[src/rtl/pc_fetch_sequencer.sv]
// pc_fetch_sequencer: fetch/execute program-counter sequencer with ack timeout, halt and fault states
module pc_fetch_sequencer #(
   parameter logic [63:0] RESET_PC    = 64'h0,
   parameter int          ACK_TIMEOUT = 255
) (
   input  logic        CLK,
   input  logic        Reset_L,
   output logic        IMemReq,
   output logic [63:0] IMemAddr,
   input  logic        IMemAck,
   input  logic [31:0] IMemData,
   output logic [31:0] Instruction,
   output logic        InstrValid,
   input  logic        ExecDone,
   input  logic        Branch,
   input  logic        Uncondbranch,
   input  logic        ALUZero,
   input  logic [63:0] SignExtImm64,
   input  logic        Halt,
   output logic [63:0] CurrentPC,
   output logic        Halted,
   output logic        Fault,
   output logic [31:0] RetireCount
);
   localparam int TW = $clog2(ACK_TIMEOUT + 1);
   typedef enum logic [1:0] {FETCH, EXEC, HALTED, FAULT} state_t;
   state_t         state_q, state_d;
   logic [63:0]    pc_q, pc_d, next_pc;
   logic [31:0]    rc_q, rc_d, instr_q, instr_d;
   logic [TW-1:0]  to_q, to_d;
   logic           taken;
   // next-state logic: fetch handshake with timeout, retire on ExecDone, terminal HALTED/FAULT
   always_comb begin
      state_d = state_q;
      pc_d    = pc_q;
      rc_d    = rc_q;
      instr_d = instr_q;
      to_d    = to_q;
      taken   = Uncondbranch | (Branch & ALUZero);
      next_pc = pc_q + (taken ? (SignExtImm64 << 2) : 64'd4);
      unique case (state_q)
         FETCH: begin
            if (pc_q[1:0] != 2'b00) state_d = FAULT;
            else if (IMemAck) begin
               instr_d = IMemData;
               to_d    = '0;
               state_d = EXEC;
            end else begin
               to_d = to_q + TW'(1);
               if (to_d == TW'(ACK_TIMEOUT)) state_d = FAULT;
            end
         end
         EXEC: begin
            if (ExecDone) begin
               pc_d    = next_pc;
               rc_d    = rc_q + 32'd1;
               state_d = Halt ? HALTED : FETCH;
            end
         end
         default: state_d = state_q;
      endcase
   end
   // state and datapath registers, asynchronously cleared
   always_ff @(posedge CLK or negedge Reset_L) begin
      if (!Reset_L) begin
         state_q <= FETCH;
         pc_q    <= RESET_PC;
         rc_q    <= '0;
         instr_q <= '0;
         to_q    <= '0;
      end else begin
         state_q <= state_d;
         pc_q    <= pc_d;
         rc_q    <= rc_d;
         instr_q <= instr_d;
         to_q    <= to_d;
      end
   end
   assign IMemReq     = (state_q == FETCH) && (pc_q[1:0] == 2'b00);
   assign IMemAddr    = pc_q;
   assign CurrentPC   = pc_q;
   assign Instruction = instr_q;
   assign InstrValid  = (state_q == EXEC);
   assign Halted      = (state_q == HALTED);
   assign Fault       = (state_q == FAULT);
   assign RetireCount = rc_q;
endmodule

[config.mk]
export PLATFORM = sky130hd
export DESIGN_NAME = pc_fetch_sequencer
export DESIGN_NICKNAME = d
export VERILOG_FILES = /design/src/rtl/pc_fetch_sequencer.sv
export SDC_FILE = /design/constraint.sdc
export NUM_CORES = 1
export LEC_CHECK = 0
export BUFFER_PORTS_ARGS = -buffer_cell sky130_fd_sc_hd__clkbuf_2
export CAP_MARGIN = 10
export CORE_MARGIN = 3
export CORE_UTILIZATION = 48
export CTS_BUF_LIST = sky130_fd_sc_hd__clkbuf_4 sky130_fd_sc_hd__clkbuf_8 sky130_fd_sc_hd__clkbuf_16
export DETAILED_ROUTE_END_ITERATION = 10
export PLACE_DENSITY = 0.78
export SLEW_MARGIN = 20
export SYNTH_ARGS = -nofsm -noshare
export SYNTH_HDL_FRONTEND = slang
export SYNTH_SLANG_ARGS = --single-unit
[constraint.sdc]
create_clock -name CLK -period 2.6 [get_ports CLK]
set_clock_uncertainty 0.05 [all_clocks]
set_input_delay 0.13 -clock CLK [delete_from_list [all_inputs] [get_ports CLK]]
set_output_delay 0.13 -clock CLK [all_outputs]
set_load 0.02 [all_outputs]
# After elaboration in Yosys (flattened, before gate mapping)
# Index checks and enable logic that the tools add are counted.
[word_totals] regBits=138 latchBits=0 mem_bits_rw=0 mem_bits_ro=0 inputBits=104 output_inout_bits=196 word_cells=34 memories=0
[op_classes] n_addsub=3 mul=0 div_mod_pow=0 n_lt_le_gt_ge=0 eq_ne=6 shifts=0 n_mux=8 bitwise_logic=3 reduce_logical=9
[ops] operator="$add A64 B64 Y64" count=1
[ops] operator="$mux W64" count=1
[ops] operator="$add A32 B1 Y32 const B" count=1
[ops] operator="$mux W2" count=5
[ops] operator="$add A8 B1 Y8 const B" count=1
[ops] operator="$eq A8 B8 Y1 const B" count=1
[ops] operator="$mux W8" count=1
[ops] operator="$reduce_and A3 Y1" count=2
[ops] operator="$eq A2 B2 Y1 const B" count=2
[ops] operator="$logic_not A2 Y1" count=2
[ops] operator="$ne A4 B4 Y1 const B" count=1
[ops] operator="$pmux W2 S2" count=1
[ops] operator="$reduce_and A2 Y1" count=2
[ops] operator="$reduce_bool A2 Y1" count=2
[ops] operator="$eq A2 B1 Y1 const B" count=1
[ops] operator="$ne A2 B1 Y1 const B" count=1
[ops] operator="$and A1 B1 Y1" count=1
[ops] operator="$logic_and A1 B1 Y1" count=1
[ops] operator="$not A1 Y1" count=1
[ops] operator="$or A1 B1 Y1" count=1

# Logic depth before layout (Yosys ltp)
# Gate-level depths: netlist of the first run.
[logic_depth] depth_word=6 mapped_depth=16 depth_no_buf=15

# Worst setup path after synthesis of the first run
# Ideal clock, no wire load.
[synth_path] path_kind="input port to flip-flop" from="input Branch" to="register pc_q[60] (netlist: CurrentPC[60])" setup_time_ns=0.126 arrival_ns=3.188 required_time_ns=2.424 setup_slack_ns=-0.765 cell_stages=16 n_path_buf=1 path_cell_list="a21oi_1 > clkbuf_1 > or2_2 > ha_1 > inv_1 > fa_1 > nor2b_1 > o31a_2 > o211ai_2 > a21oi_2 > a21oi_2 > o31ai_4 > a31oi_4 > o31ai_4 > a41o_1 > nand3_1"
[synth_via] elab_chain_cells=4
[synth_rtl] item="start, declared" line="15" source="input logic Branch,"
[synth_rtl] item="$and A1 B1 Y1" line="39" source="taken = Uncondbranch | (Branch & ALUZero);"
[synth_rtl] item="$or A1 B1 Y1" line="39"
[synth_rtl] item="$mux W64" line="40" source="next_pc = pc_q + (taken ? (SignExtImm64 << 2) : 64'd4);"
[synth_rtl] item="$add A64 B64 Y64" line="40"
[synth_rtl] item="end signal, assigned" line="73" source="pc_q <= pc_d;"
[synth_rtl] item="end, declared" line="28" source="logic [63:0] pc_q, pc_d, next_pc;"
# No other way between the ends.
# A chain may end at the register's enable or synchronous reset.

# Worst setup path in the final report of the first run
[layout_path] from="register pc_q[21] (netlist: CurrentPC[21])" to="register pc_q[56] (netlist: CurrentPC[56])"
[layout_via] elab_chain_cells=1
[layout_rtl] item="$add A64 B64 Y64" line="40"
# No other way between the ends.

==> impl_metrics.py, run 1 <==
metrics = {
    "detailed_routing": {
        "drtIter0Drc": 614,
        "postRouteAntennaNets": 0,
        "dr_total_vias": 10590,
        "viasPerCell": 5.502,
        "post_drt_wl_per_cell_um": 17.64,
        "dr.pass1.iters": 5,
        "routed_wl_um": 33970,
        "drc": 0,
    },
    "floorplan": {
        "die_h_um": 150.5,
        "die_area_um2": 22640,
        "core_area_um2": 20360,
        "io_pins": 300,
        "fp.dieW_um": 150.5,
        "rows": 52,
        "start_util_pct": 49.20,
    },
    "finish": {
        "nFillCells": 1358,
        "syn_to_final_growth_pct": 51.72,
        "antenna_cells": 0,
        "final_cell_area_um2": 15200,
        "fin_cells": 1925,
        "drive_gt1_share_pct": 47.85,
        "nets": 1811,
    },
    "placement": {
        "place_inst": 1822,
        "port_buffers": 293,
        "routabilityCongestion": 0.8934,
        "placed_area_um2": 12980,
        "post-dp-hpwl_um": 23070,
    },
    "clocking": {
        "cts.path.max_buffers": 2,
        "insertion_delay_ps": 430,
        "cts_tree": "done",
        "root_buffer": "clkbuf_16",
        "htreeDepth": 4,
        "cts.clk_slew.worst_paths_ps": 70,
        "cts_buffers": 17,
        "cts.sinks": 136,
    },
    "synth": {
        "async_reset_ff_share_pct": 100.0,
        "netlist_area_um2": 10020,
        "synth_edf_count": 0,
        "ys.flop_type": "dfrtp_1",
        "ys_ff_latch": 136,
        "yosysWarnings": 0,
        "yosysTopAreaCellShare_pct": 33.97,
        "synth_common_cells": "136 x dfrtp_1, 130 x nand2_1, 80 x a21oi_1",
        "synth_most_common_cell": "dfrtp_1",
        "yosysSeqAreaShare_pct": 33.97,
        "synth.area.top_cells": "dfrtp_1 34%, ha_1 8.0%, buf_4 5.4%, xnor2_1 4.9%, nand2_1 4.9%",
        "synth.distinct_cells": 72,
        "synthCells": 1128,
        "yosysTopAreaCell": "dfrtp_1",
        "synth_area_per_cell_um2": 8.883,
    },
    "timing": {
        "fmax_mhz": 331.7,
        "drv_slew": 0,
        "timing.final.crit_share_pct": 115.9,
        "setup_viol": 33,
        "hold_viol_final": 0,
        "setup_tns_ps": -6801,
        "grt_setup_unrepaired": "yes",
        "tightest_slew_ps": 495.6,
        "slew_headroom_pct": 66.61,
        "layout_min_cycle_time_ps": 3015,
        "setup_ws_ps": -414.7,
    },
    "min_path": {
        "min_from": "SignExtImm64[0]",
        "hold_class": "in -> reg",
    },
    "worst_setup_path": {
        "startpoint_type": "register",
        "crit_path_start": "CurrentPC[21]$_DFFE_PN0P_",
        "crit_path_end_kind": "register",
        "r2r_start": "CurrentPC[21]$_DFFE_PN0P_",
        "cp_data_arrival_time_ps": 3320,
        "crit_required_ps": 2910,
        "crit_path_max_fanout": 5,
        "critPathKind": "reg -> reg",
    },
    "pwr": {
        "seq_power_share_pct": 20.8,
        "p_total_uw": 17240,
        "power.density_nw_per_um2": 1134,
        "p_sw_uw": 7936,
        "ir_worst_vdd_v": 0.0007591,
        "p_leak_uw": 0.007565,
        "combinationalPowerShare_pct": 64.9,
        "p_int_uw": 9301,
        "swShare_pct": 46.04,
        "p_clk_share_pct": 14.3,
    },
    "grt": {
        "grt_pass1_vias": 10400,
        "antenna_found_initial": 0,
        "met1_usage_pct": 33.49,
        "busiest_layer": "met2",
        "grtUsageMet3_pct": 4.576,
        "grtUsageMet2_pct": 49.59,
        "grt_max_degree": 67,
        "grt_pass1_wl_um": 50870,
        "grt.total_usage_pct": 27.88,
        "grt-ovfl-total": 0,
    },
    "outcome": {
        "violations": "negative setup slack",
        "status": "complete, but fails checks",
    },
    "run": {
        "maxCapViolCount": 0,
    },
}
[logic make-up (layout without fill, tap and decap cells)]
logic type	count (synthesis)	count (layout)	share of synthesized area, %
compound gates	292	292	18.58
xor+xnor	89	89	7.780
fa+ha+maj	65	65	8.192
mux	35	35	3.896
buf+inv	137	661	8.554
simple gates	373	373	18.99
flops	136	136	33.97
other cells	1	4	0.03743
[layout by cell type (no fill, tap or decap), types with 7 or more instances in the layout]
cell type | synthesis | routed
buf_4 | 72 | 259
ha_4 | 0 | 24
o21ai_1 | 20 | 42
a21oi_2 | 3 | 22
inv_1 | 20 | 19
o21bai_1 | 17 | 16
and3_1 | 12 | 12
dlygate4sd3_1 | 1 | 36
nor2b_1 | 71 | 70
nand3_1 | 34 | 29
dfrtp_1 | 136 | 136
ha_1 | 64 | 37
a21o_1 | 41 | 41
nor3_1 | 16 | 10
and2_1 | 10 | 7
clkbuf_2 | 4 | 292
buf_6 | 6 | 17
nor2_1 | 39 | 37
a21oi_1 | 80 | 57
xnor2_1 | 56 | 49
nand2_1 | 130 | 124
o21ai_2 | 0 | 10
mux2_2 | 32 | 32
xor2_1 | 33 | 28
clkbuf_16 | 0 | 17
nand4_1 | 22 | 22
o21ai_0 | 77 | 42
[final cells by class]
| cell class | count | area (µm²) | area share (%) |
|---|---|---|---|
| multi-input cells | 858 | 6733 | 44.29 |
| flip-flops and latches | 136 | 3403 | 22.39 |
| inverters | 20 | 75.07 | 0.4938 |
| repair buffers | 609 | 4070 | 26.77 |
| well taps | 270 | 337.8 | 2.222 |
| clock inverters | 15 | 157.7 | 1.037 |
| clock buffers | 17 | 425.4 | 2.798 |
[power groups by stage]
stage               Combinational (µW)  Clock [µW]  Sequential, µW
floorplan                         5050           0            4410
global placement                  9390           0            3470
detailed placement                9570           0            3510
CTS                              10200        2490            3530
global route                     12000        2600            3690
finish                           11200        2470            3590
[final timing paths]
kind                                               end  slack [ps]  depth (start not counted)
max reg2reg                  CurrentPC[56]$_DFFE_PN0P_        -410                         11
min in group asynchronous    CurrentPC[46]$_DFFE_PN0P_         160                          2
max                          CurrentPC[56]$_DFFE_PN0P_        -410                         11
max in group asynchronous    CurrentPC[19]$_DFFE_PN0P_        1570                          3
min reg2reg                RetireCount[31]$_DFFE_PN0P_         420                          1
min                           CurrentPC[2]$_DFFE_PN0P_          80                          5
[sequential cells by signal, indices dropped and copies added, names as in the netlist]
| register | cells |
|---|---|
| RetireCount | 32 |
| state_q | 2 |
| Instruction | 32 |
| to_q | 8 |
| CurrentPC | 62 |
[layer usage]
metal  routed length, µm  vias up
li1                    -     4932
met1               13040     5020
met2               17160      512
met3                2302      128
met4                1459        0
met5                   0        -
[per-stage QoR]
| step | hold WS [ps] | worst slack [ps] | utilization, % |
|---|---|---|---|
| floorplan | -215.6 | -358.8 | - |
| global placement | 43.24 | -944.4 | 63.74 |
| detailed placement | 43.00 | -996.3 | 63.74 |
| CTS | 73.63 | -342.8 | 71.39 |
| global route | 94.44 | -565.3 | 74.65 |
| finish | 75.59 | -414.7 | 74.65 |
[repair_timing]
item / 4_1_cts / 5_1_grt
buffers inserted: 20 / 15
pin swaps: 39 / 70
hold endpoints to repair: 79 / 0
gates cloned: 1 / 0
hold buffers: 36 / 0
resized for setup: 83 / 119
endpoints found under the setup margin: 40 / 46
[critical path, stage by stage, from the launching register on]
cell and delay, ps:
dfrtp_1 390, ha_1 360, a21oi_2 190, o21bai_1 120
a21oi_2 280, o22ai_1 200, a2111oi_4 370, o31ai_4 180
a31oi_4 250, o31ai_4 120, a211o_2 370, nand3_2 50
(Power assumes the default switching activity.)
==> run 2: changes to the inputs <==
CORE_UTILIZATION = 35   (was 48)
PLACE_DENSITY = not set   (was 0.78)
RECOVER_POWER = 50   (was not set)
==> run 2 against run 1 <==
The flow finishes with violations (max-capacitance violations, max-slew violations, negative setup slack). Register-to-register slack improved by 60 ps. Total power fell by 0.96%. Die area rose by 36%. Sequential power barely moved. Final cell count rose by 6.8%. Count of clock-buffer cells in the layout rose by 1. Non-clock buffer count rose by 22. First-iteration DRC count fell by 13%. Global-route usage fell by 7.0 points.
==> impl_metrics.py, run 2 (same netlist as run 1, synthesis figures left out) <==
metrics = {
    "outcome": {
        "status": "complete, but fails checks",
        "violations": "max-capacitance violations, max-slew violations, negative setup slack",
    },
    "floorplan": {
        "rows": 61,
        "fp.dieW_um": 175.2,
        "io_pins": 300,
        "die_h_um": 175.2,
        "start_util_pct": 35.77,
        "die_area_um2": 30690,
        "core_area_um2": 28010,
    },
    "detailed_routing": {
        "post_drt_wl_per_cell_um": 16.17,
        "drtIter0Drc": 537,
        "postRouteAntennaNets": 0,
        "dr_total_vias": 10210,
        "drc": 0,
        "dr.pass1.iters": 5,
        "routed_wl_um": 33250,
        "viasPerCell": 4.964,
    },
    "worst_setup_path": {
        "critPathKind": "in -> reg",
        "crit_family": "compound AO/OA/AOI/OAI gates",
        "crit_path_max_fanout": 6,
        "cp_cell_sequence": "buf_2 -> a21oi_4 -> buf_12 -> buf_8 -> buf_16 -> nor2b_1 -> ha_1 -> nand4_2 -> or3_4 -> nand2b_4 -> o22ai_1 -> a2111oi_4 -> o31ai_4 -> a31oi_4 -> o31ai_4 -> a41o_1 -> nand3_1",
        "slowest_delay_ps": 430,
        "cp_num_buf_inv": 4,
        "cp_common_cell": "o31ai_4",
        "crit_path_start": "Branch",
        "crit_path_end_kind": "register",
        "startpoint_type": "input pin",
        "r2r_start": "CurrentPC[32]$_DFFE_PN0P_",
        "cp_data_arrival_time_ps": 3240,
        "cp_slowest_cell": "or3_4",
        "crit_required_ps": 2850,
    },
    "grt": {
        "grt_max_degree": 60,
        "grt-ovfl-total": 0,
        "grt_pass1_vias": 10150,
        "antenna_found_initial": 1,
        "grt_pass1_wl_um": 52040,
        "grt.total_usage_pct": 20.86,
    },
    "run": {
        "maxCapViolCount": 1,
    },
    "timing": {
        "tightest_slew_ps": 1514,
        "grt_setup_unrepaired": "yes",
        "slew_headroom_pct": -0.9027,
        "setup_ws_ps": -382.4,
        "setup_tns_ps": -5568,
        "setup_viol": 34,
        "layout_min_cycle_time_ps": 2982,
        "timing.final.crit_share_pct": 114.7,
        "fmax_mhz": 335.3,
        "drv_slew": 53,
        "hold_viol_final": 0,
    },
    "placement": {
        "routabilityCongestion": 0.8518,
        "post-dp-hpwl_um": 23690,
        "port_buffers": 293,
    },
    "finish": {
        "largest_register_ffs": 62,
        "seqCellArea_um2": 3403,
        "utilization_pct": 54.99,
        "nFillCells": 2601,
        "multi_input_area_um2": 6715,
        "drive_gt1_share_pct": 44.54,
        "syn_to_final_growth_pct": 53.73,
        "layout_common_cells": "280 x buf_4, 218 x clkbuf_2, 136 x dfrtp_1, 125 x nand2_1, 76 x clkbuf_1",
        "layout_commonest_cell": "buf_4",
        "nets": 1833,
    },
    "clocking": {
        "cts.sinks": 136,
        "root_buffer": "clkbuf_16",
        "insertion_delay_ps": 420,
        "htreeDepth": 4,
        "cts_tree": "done",
        "cts_buffers": 17,
        "cts.clk_slew.worst_paths_ps": 70,
        "cts.path.max_buffers": 2,
    },
    "min_path": {
        "hold_class": "in -> reg",
        "min_from": "SignExtImm64[0]",
    },
    "pwr": {
        "p_total_uw": 17070,
        "ir_worst_vdd_v": 0.0005808,
        "power.density_nw_per_um2": 1108,
        "p_leak_uw": 0.007404,
    },
}
==> run 2: changes by cell type in the layout (fill, tap and decap cells not counted), moves of 6 or more <==
cell,before,now
nor2b_2,1,11
clkbuf_2,292,218
clkbuf_1,0,76
nor2b_1,70,58
buf_4,259,280
buf_6,17,11
a21oi_2,22,28
==> run 2: path summary, 6_finish.rpt <==
path	end	slack [ps]	depth (start not counted)
worst max-delay path	CurrentPC[60]$_DFFE_PN0P_	-380	17
worst max register to register	CurrentPC[60]$_DFFE_PN0P_	-350	11
max in group asynchronous	RetireCount[12]$_DFFE_PN0P_	430	3
worst min register to register	RetireCount[31]$_DFFE_PN0P_	420	1
worst min-delay path	CurrentPC[2]$_DFFE_PN0P_	90	5
min in group asynchronous	CurrentPC[44]$_DFFE_PN0P_	540	2
==> run 2: report_power, final <==
part	internal, µW	leakage, µW	switching (µW)
Sequential	2870	0.00172	694
Clock	1390	0.000292	1140
Combinational	5060	0.00540	5920
Total	9320	0.00740	7760
==> run 2: stage by stage <==
step,worst slack [ps],cell area (µm²),instances,hold slack [ps]
2_1_floorplan,-358.8,10070,1131,-215.6
3_3_place_gp,-769.1,13160,1937,84.32
3_5_place_dp,-830.5,13160,1937,96.86
4_1_cts,-349.3,15010,2034,71.59
5_1_grt,-490.5,15400,2056,134.1
6_report,-382.4,15400,2056,87.94
==> run 2: layer usage <==
layer / GRT usage, % / vias to the layer above / share of wire [%]
met1: 26.54 / 4899 / 43
li1: - / 4971 / -
met3: 3.238 / 53 / 4.1
met2: 36.14 / 282 / 50
met5: 0 / - / 0
met4: 6.915 / 0 / 2.5
==> run 2: tightest hold or removal path, stage by stage <==
cell and delay, ps:
clkbuf_2 80, or2_4 110, ha_4 120, nand2_1 40, nand2_1 50
==> run 2: area by class of cell <==
type / instances / share of cell area, %
Timing Repair Buffer: 631 / 26.88
Inverter: 20 / 0.4874
Multi-Input combinational cell: 858 / 43.60
Sequential cell: 136 / 22.09
Antenna cell: 1 / 0.01625
Clock buffer: 18 / 2.851
Clock inverter: 14 / 1.007
Tap cell: 378 / 3.070
==> run 2: what timing repair did <==
item,4_1_cts,5_1_grt
pin swaps,61,71
gates cloned,3,0
hold endpoints to repair,87,0
resized for setup,135,77
hold buffers,36,0
setup buffers,29,26
setup endpoints to repair,43,49
==> run 3: changes to the inputs <==
GPL_TIMING_DRIVEN = 0   (was not set)
==> run 3 against run 2 <==
The flow finishes with violations (negative setup slack). Non-clock buffer count shrank 116. Count of clock-buffer cells in the layout shrank 1. Global-route usage shrank 1.2 points. Combinational power shrank 11%. Hold slack lost 17 ps. Sequential power grew 4%. Setup slack lost 24 ps. Utilization shrank 2.9 points. Routed wire length shrank 6.9%. Critical path type is now reg -> reg.
==> impl_metrics.py, run 3 (same netlist as run 1, synthesis figures left out) <==
metrics = {
    "finish": {
        "nets": 1717,
        "drive_gt1_share_pct": 40.32,
        "layout_common_cells": "223 x clkbuf_2, 135 x buf_4, 125 x nand2_1, 120 x dfrtp_1, 96 x clkbuf_1",
        "largest_register_ffs": 62,
        "syn_to_final_growth_pct": 45.68,
        "final_cell_area_um2": 14600,
        "layout_commonest_cell": "clkbuf_2",
    },
    "worst_setup_path": {
        "startpoint_type": "register",
        "crit_required_ps": 2830,
        "cp_cell_sequence": "ha_4 -> inv_2 -> fa_2 -> nor2b_2 -> o31a_2 -> o211ai_4 -> a2111oi_4 -> o21bai_4 -> o22ai_4 -> o311ai_4 -> a211oi_2 -> mux2i_1 -> o311ai_1",
        "cp_slowest_cell": "a2111oi_4",
        "critPathKind": "reg -> reg",
        "slowest_delay_ps": 390,
        "crit_path_max_fanout": 3,
        "cp_data_arrival_time_ps": 3240,
        "crit_path_end_kind": "register",
    },
    "timing": {
        "setup_ws_ps": -406.6,
        "tightest_slew_ps": 1435,
        "grt_setup_unrepaired": "yes",
        "fmax_mhz": 332.6,
        "slew_headroom_pct": 4.323,
        "timing.final.crit_share_pct": 115.6,
        "drv_slew": 0,
        "layout_min_cycle_time_ps": 3007,
        "hold_viol_final": 0,
        "setup_viol": 34,
    },
    "outcome": {
        "status": "complete, but fails checks",
        "violations": "negative setup slack",
    },
    "clocking": {
        "cts.clk_slew.worst_paths_ps": 60,
        "insertion_delay_ps": 430,
        "cts_tree": "done",
        "htreeDepth": 4,
        "cts.sinks": 136,
        "cts.path.max_buffers": 2,
        "root_buffer": "clkbuf_16",
        "cts_buffers": 17,
    },
    "floorplan": {
        "die_area_um2": 30690,
        "fp.dieW_um": 175.2,
        "start_util_pct": 35.77,
        "io_pins": 300,
        "rows": 61,
        "core_area_um2": 28010,
        "die_h_um": 175.2,
    },
    "detailed_routing": {
        "drc": 0,
        "postRouteAntennaNets": 0,
        "viasPerCell": 4.968,
        "routed_wl_um": 30940,
        "drtIter0Drc": 441,
        "post_drt_wl_per_cell_um": 15.96,
        "dr_total_vias": 9632,
        "dr.pass1.iters": 5,
    },
    "run": {
        "maxCapViolCount": 0,
    },
    "min_path": {
        "hold_class": "in -> reg",
    },
    "grt": {
        "grt.total_usage_pct": 19.70,
        "antenna_found_initial": 2,
        "grt-ovfl-total": 0,
        "grt_max_degree": 84,
        "grt_pass1_vias": 9479,
        "grt_pass1_wl_um": 49270,
    },
    "pwr": {
        "p_leak_uw": 0.006780,
        "power.density_nw_per_um2": 1099,
        "ir_worst_vdd_v": 0.0006041,
    },
    "placement": {
        "port_buffers": 293,
        "placed_area_um2": 12050,
        "routabilityCongestion": 0.8615,
        "post-dp-hpwl_um": 22050,
        "post-place-ws_ps": -1663,
    },
}
## run 3: changes by cell type in the layout (fill, tap and decap cells not counted), sizes merged
cell | before | now
dlygate4sd3 | 36 | 37
clkinvlp | 1 | 3
clkbuf | 313 | 339
clkinv | 3 | 2
buf | 300 | 156
bufinv | 1 | 2
inv | 29 | 27
## run 3: cell type report
cell class / count / area, µm²
multi-input combinational: 858 / 6858
buffer: 112 / 844.6
antenna: 1 / 2.502
tap: 378 / 473.0
fill: 2661 / 13410
inverter: 20 / 75.07
clock inverter: 14 / 163.9
timing repair buffer: 403 / 2331
clock buffer: 17 / 425.4
sequential: 136 / 3423
## run 3: per-layer routing
layer	up-vias	routed length (µm)	track usage (%)
met4	2	752	6.616
met1	4561	13680	25.62
met2	286	14880	32.95
met3	48	1623	3.716
met5	-	13	0
li1	4735	-	-
## run 3: repair_timing
item	4_1_cts	5_1_grt
endpoints found under the hold margin	91	0
buffers inserted	40	35
gates resized for setup	140	122
setup endpoints to repair	66	67
pin swaps	34	70
hold buffers	36	0
## run 3: critical path, delay by kind of cell, from the launching register on
family          cells  cell delay, ps
compound gates      8            1530
fa+ha+maj           2             510
flops               1             380
simple gates        1             140
mux                 1             220
buf+inv             1              40
## run 3: final timing paths
path	startpoint	to	slack (ps)	depth (start not counted)
max in group asynchronous	Reset_L	CurrentPC[7]$_DFFE_PN0P_	470	3
min reg2reg	RetireCount[31]$_DFFE_PN0P_	RetireCount[31]$_DFFE_PN0P_	420	1
max	CurrentPC[2]$_DFFE_PN0P_	CurrentPC[62]$_DFFE_PN0P_	-410	13
min in group asynchronous	Reset_L	CurrentPC[47]$_DFFE_PN0P_	510	2
max reg2reg	CurrentPC[2]$_DFFE_PN0P_	CurrentPC[62]$_DFFE_PN0P_	-410	13
min	SignExtImm64[0]	CurrentPC[2]$_DFFE_PN0P_	70	5
## run 3: per-stage QoR
step / setup TNS (ps) / total power, µW / hold slack, ps / utilization (%) / instances
3_5_place_dp: -59540 / 11830 / 83.43 / 43.01 / 1803
6_report: -5893 / 16050 / 71.22 / 52.11 / 1939
4_1_cts: -6428 / 15500 / 51.08 / 50.04 / 1907
5_1_grt: -10870 / 17170 / 79.90 / 52.11 / 1939
2_1_floorplan: -5271 / 9454 / -215.6 / - / 1131
3_3_place_gp: -221840 / 11740 / 312.1 / 42.88 / 1802
## run 3: power by group
| group | switching, µW | internal, µW | leakage, µW |
|---|---|---|---|
| registers | 807 | 2890 | 0.00170 |
| clock network | 1090 | 1440 | 0.000280 |
| logic | 5500 | 4320 | 0.00480 |
| total | 7400 | 8650 | 0.00678 |
